$ cat src/rtl/board_ram_write_arbiter.sv
// board_ram_write_arbiter: owns the write port of the board RAM and shares it between
// two requesters and a built-in clear sequence, with optional vertical-blank gating.
// Ports:
//   i_clk, i_rst        clock / async active-high reset
//   i_vblank            vertical-blank window (write gate when BLANK_GATE=1)
//   i_req0/1            level write requests, held until the matching ack
//   i_addr0/1, i_data0/1 request address/data, stable while requested
//   o_ack0/1            1-cycle pulse when a port's write is issued
//   i_clr_req           start a clear of the whole RAM (taken when idle and gated)
//   i_clr_data          fill value captured at clear start
//   o_clr_busy          clear in progress
//   o_clr_done          1-cycle pulse with the last clear write
//   o_ram_wrclk         RAM write clock (= i_clk)
//   o_ram_wraddr/data   registered write address/data, held between writes
//   o_ram_wren          registered write enable
module board_ram_write_arbiter #(
    parameter int ADDR_W     = 4,
    parameter int DATA_W     = 8,
    parameter int BLANK_GATE = 1
) (
    input  logic              i_clk,
    input  logic              i_rst,
    input  logic              i_vblank,
    input  logic              i_req0,
    input  logic [ADDR_W-1:0] i_addr0,
    input  logic [DATA_W-1:0] i_data0,
    output logic              o_ack0,
    input  logic              i_req1,
    input  logic [ADDR_W-1:0] i_addr1,
    input  logic [DATA_W-1:0] i_data1,
    output logic              o_ack1,
    input  logic              i_clr_req,
    input  logic [DATA_W-1:0] i_clr_data,
    output logic              o_clr_busy,
    output logic              o_clr_done,
    output logic              o_ram_wrclk,
    output logic [ADDR_W-1:0] o_ram_wraddr,
    output logic [DATA_W-1:0] o_ram_data,
    output logic              o_ram_wren
);
    typedef enum logic {IDLE, CLEAR} state_t;
    localparam logic [ADDR_W-1:0] LAST = '1;
    state_t            r_state, w_state;
    logic              r_last, w_last;
    logic [ADDR_W-1:0] r_cnt, w_cnt, w_addr;
    logic [DATA_W-1:0] r_fill, w_fill, w_data;
    logic              w_gate, w_pick1, w_wren, w_ack0, w_ack1, w_busy, w_done;
    assign o_ram_wrclk = i_clk;
    always_ff @(posedge i_clk or posedge i_rst)
        if (i_rst) r_state <= IDLE;
        else       r_state <= w_state;
    always_comb begin
        w_state = r_state;
        w_last  = r_last;
        w_cnt   = r_cnt;
        w_fill  = r_fill;
        w_addr  = o_ram_wraddr;
        w_data  = o_ram_data;
        w_wren  = 1'b0;
        w_ack0  = 1'b0;
        w_ack1  = 1'b0;
        w_busy  = o_clr_busy;
        w_done  = 1'b0;
        w_gate  = (BLANK_GATE == 0) || i_vblank;
        // r_last is the port granted most recently; on a tie the other port wins
        w_pick1 = i_req1 && (!i_req0 || !r_last);
        if (w_gate && r_state == IDLE) begin
            if (i_clr_req) begin
                w_state = CLEAR;
                w_busy  = 1'b1;
                w_cnt   = '0;
                w_fill  = i_clr_data;
            end else if (i_req0 || i_req1) begin
                w_wren = 1'b1;
                w_ack0 = !w_pick1;
                w_ack1 = w_pick1;
                w_addr = w_pick1 ? i_addr1 : i_addr0;
                w_data = w_pick1 ? i_data1 : i_data0;
                w_last = w_pick1;
            end
        end else if (w_gate && r_state == CLEAR) begin
            w_wren  = 1'b1;
            w_addr  = r_cnt;
            w_data  = r_fill;
            w_cnt   = (r_cnt == LAST) ? r_cnt : r_cnt + 1'b1;
            w_done  = (r_cnt == LAST);
            w_busy  = (r_cnt != LAST);
            w_state = (r_cnt == LAST) ? IDLE : CLEAR;
        end
    end
    always_ff @(posedge i_clk or posedge i_rst)
        if (i_rst) begin
            r_last       <= 1'b1;
            r_cnt        <= '0;
            r_fill       <= '0;
            o_ram_wraddr <= '0;
            o_ram_data   <= '0;
            o_ram_wren   <= 1'b0;
            o_ack0       <= 1'b0;
            o_ack1       <= 1'b0;
            o_clr_busy   <= 1'b0;
            o_clr_done   <= 1'b0;
        end else begin
            r_last       <= w_last;
            r_cnt        <= w_cnt;
            r_fill       <= w_fill;
            o_ram_wraddr <= w_addr;
            o_ram_data   <= w_data;
            o_ram_wren   <= w_wren;
            o_ack0       <= w_ack0;
            o_ack1       <= w_ack1;
            o_clr_busy   <= w_busy;
            o_clr_done   <= w_done;
        end
endmodule

$ cat config.mk
export PLATFORM = sky130hd
export DESIGN_NAME = board_ram_write_arbiter
export DESIGN_NICKNAME = d
export VERILOG_FILES = /design/src/rtl/board_ram_write_arbiter.sv
export SDC_FILE = /design/constraint.sdc
export NUM_CORES = 1
export LEC_CHECK = 0
export CORE_UTILIZATION = 50
export CTS_BUF_LIST = sky130_fd_sc_hd__clkbuf_16
export CTS_CLUSTER_DIAMETER = 40
export DETAILED_ROUTE_END_ITERATION = 10
export GPL_ROUTABILITY_DRIVEN = 0
export PLACE_DENSITY = 0.85
export SLEW_MARGIN = 20
export SYNTH_ARGS = -nofsm -noshare
export SYNTH_HDL_FRONTEND = slang
export SYNTH_SLANG_ARGS = --single-unit
$ cat constraint.sdc
create_clock -name i_clk -period 3.35 [get_ports i_clk]
set_input_delay 0.5025 -clock i_clk [delete_from_list [all_inputs] [get_ports i_clk]]
set_output_delay 0.5025 -clock i_clk [all_outputs]
set_load 0.01 [all_outputs]
==> metrics <==
Layout fillers 227; first-pass GRT wire length about 7.0 mm; post-synthesis xor/xnor area fraction 0; largest net degree at the start of global routing 36; overall routing resource usage 0.244; drc violations 0; buffers plus inverters on the worst setup path 3; Hold-fix buffers, CTS 0; CP required about 2.9 ns; initial antenna violation count 0; Core Rows 21; critical path class clock port to output pin; WL met2 2.13 mm; status finished, final reports clean; Setup Buffers After CTS 0; Vias between 1000 and 1500; Max Cap Viol 0; post-synthesis mux area share 0.217; Synth Area in Compound Gates 0.129; Clock Skew 0.00403 ns; die width 62.2 µm; final antenna-violating net count 0; vias in the first global route between 1000 and 1500; wl on met1 1.72 mm; HP Start r_fill[4]; Slew @ Worst Pin slightly below 1 ns; remaining global-route overflow 0; Max stage delay on crit path 0.47 ns; non-filler instance count after layout approximately 260; Slew Viols, Final 0; Placed Area 2350 µm²; Synth Area in Simple Gates 0.153; HPWL Detailed 2.97 mm; flop and latch count out of synthesis 30; CP Data Arrival Time ~2.4 ns; Resize count post-CTS 0; Core Util, Final 0.749; crit start category clock port; Cell variety after synth 32; top sig layer met4; CTS tree built; post-placement cell count 246; Most used DFF post-synth dfrtp_1; Die ar. 3870 µm²; EDFF count, synth 0; 1st-iter DRT viols 123; CP max FO 2; Final Cell Area 2560 µm²; most used cell along the critical path clkbuf_16; Post-Syn Area 1810 µm²; P per Cell Area about 700 nW/µm²; # diodes 0; worst-path cell chain clkbuf_16 -> clkbuf_16 -> clkdlybuf4s50_1; fraction of layout cells with a size suffix above 1 0.171; VDD IR max 432 µV; yosys warns 0; Hold Vio Cnt, Final 0; Mean Syn Cell Area 11.5 µm²; crit end category output pin; buffers added on ports between 50 and 60; FF-to-FF path depth 3; R2R Path Start r_state; worst skew pair latency around 0.38 ns; async set-reset flop share out of synthesis 1.00; area of the core 3420 µm²; Chip Height just over 60 µm; Syn-to-layout area delta 41.1%; WP depth 3; WL final 4.20 mm; Synth Instances 158; register area share after synthesis 0.415; Ports 56; Hold Path Depth 1; reg2reg end o_ram_wraddr[0]; Initial Utilization 0.531; WL met3 241 µm; WL/cell 16.3 µm; setup_tns 0 ns; DP Worst Slack between 0.7 and 0.8 ns; R2R Setup Slk 1.17 ns; area share of fa/ha/maj cells after synthesis 0.00690; CP max-delay cell clkdlybuf4s50_1; syn_nets ~200; leakage 1.11 nW; Setup WS post-layout 0.451 ns; largest family of logic cells by synthesized area multiplexers; Rel. slew slack 0.356; vias per cell roughly 5.6; WHS Endpoint r_fill[4]; clock transition at the registers of the reported paths approximately 0.05 ns; Final nets 249; drt pass-1 iters 4; Setup-failing EPs final 0; Tightest Hold Check Type flop to flop; largest delay contributor family on the critical path buffers and inverters; RSZ-0062 raised after global routing no
==> how the worst max path moves through the flow <==
stage               start           to  slack (ns)
finish              i_clk  o_ram_wrclk        0.45
CTS                 i_clk  o_ram_wrclk        0.45
global route        i_clk  o_ram_wrclk        0.44
global placement    i_clk  o_ram_wrclk        0.72
floorplan           i_clk  o_ram_wrclk        1.05
detailed placement  i_clk  o_ram_wrclk        0.72
==> final cells by class <==
cell class | count | area, µm² | share of cell area
Multi-Input combinational cell | 98 | 918 | 0.359
Sequential cell | 30 | 752 | 0.294
Timing Repair Buffer | 55 | 548 | 0.214
Clock buffer | 9 | 210 | 0.0822
Inverter | 16 | 60.1 | 0.0235
Tap cell | 46 | 57.6 | 0.0225
Clock inverter | 3 | 11.3 | 0.00440
==> routing by layer <==
layer / global-route usage / vias up
met5: 0 / -
met4: 0.125 / 0
met3: 0.0864 / 13
met2: 0.401 / 56
met1: 0.280 / 689
li1: - / 677
==> cell families after synthesis <==
kind of cell	Yosys count
AND/OR/NAND/NOR	42
multiplexers	34
buffers and inverters	30
flip-flops	30
AO/OA/AOI/OAI	21
adder cells (fa/ha/maj)	1
==> through the flow <==
step	hold slack (ns)	power, mW
5_1_grt	0.519	1.83
3_3_place_gp	0.490	1.12
2_1_floorplan	0.464	0.921
6_report	0.499	1.74
3_5_place_dp	0.495	1.15
4_1_cts	0.505	1.76
==> cells in the final DEF (no fill, tap or decap), types with 5 or more instances in the layout <==
master and n:
clkdlybuf4s50_1 55, dfrtp_1 29, nand3b_1 23, inv_1 17, mux2i_1 15, mux2_4 8, a32oi_2 8, clkbuf_16 8
mux2_2 7, nand2_1 5
==> state kept, by name, indices dropped and copies added (netlist names) <==
name          cells
o_ram_wraddr      4
r_last            1
o_ram_data        8
o_ack1            1
r_state           1
o_clr_done        1
r_fill            8
o_ack0            1
r_cnt             4
o_ram_wren        1
==> synth_stat cells (2+ instances only) <==
library cell	count	area share
nand4_1	2	0.0069
clkbuf_1	4	0.0083
nand3_1	2	0.0055
mux2i_1	15	0.083
a21oi_1	3	0.0083
dfrtp_1	29	0.40
and3_1	2	0.0069
mux2_2	7	0.043
mux2_4	8	0.066
nor3b_1	3	0.012
nand2_1	5	0.010
buf_2	8	0.022
nand3b_1	23	0.095
mux2_1	4	0.025
a32oi_1	3	0.014
nor2_1	2	0.0041
inv_1	16	0.033
a32oi_2	8	0.072
==> report_power, final <==
group	internal (mW)	switching (mW)	total (mW)
Combinational	0.311	0.223	0.534
Clock	0.439	0.184	0.623
Sequential	0.480	0.106	0.587
Note: power is estimated with default switching activity, not from simulation.
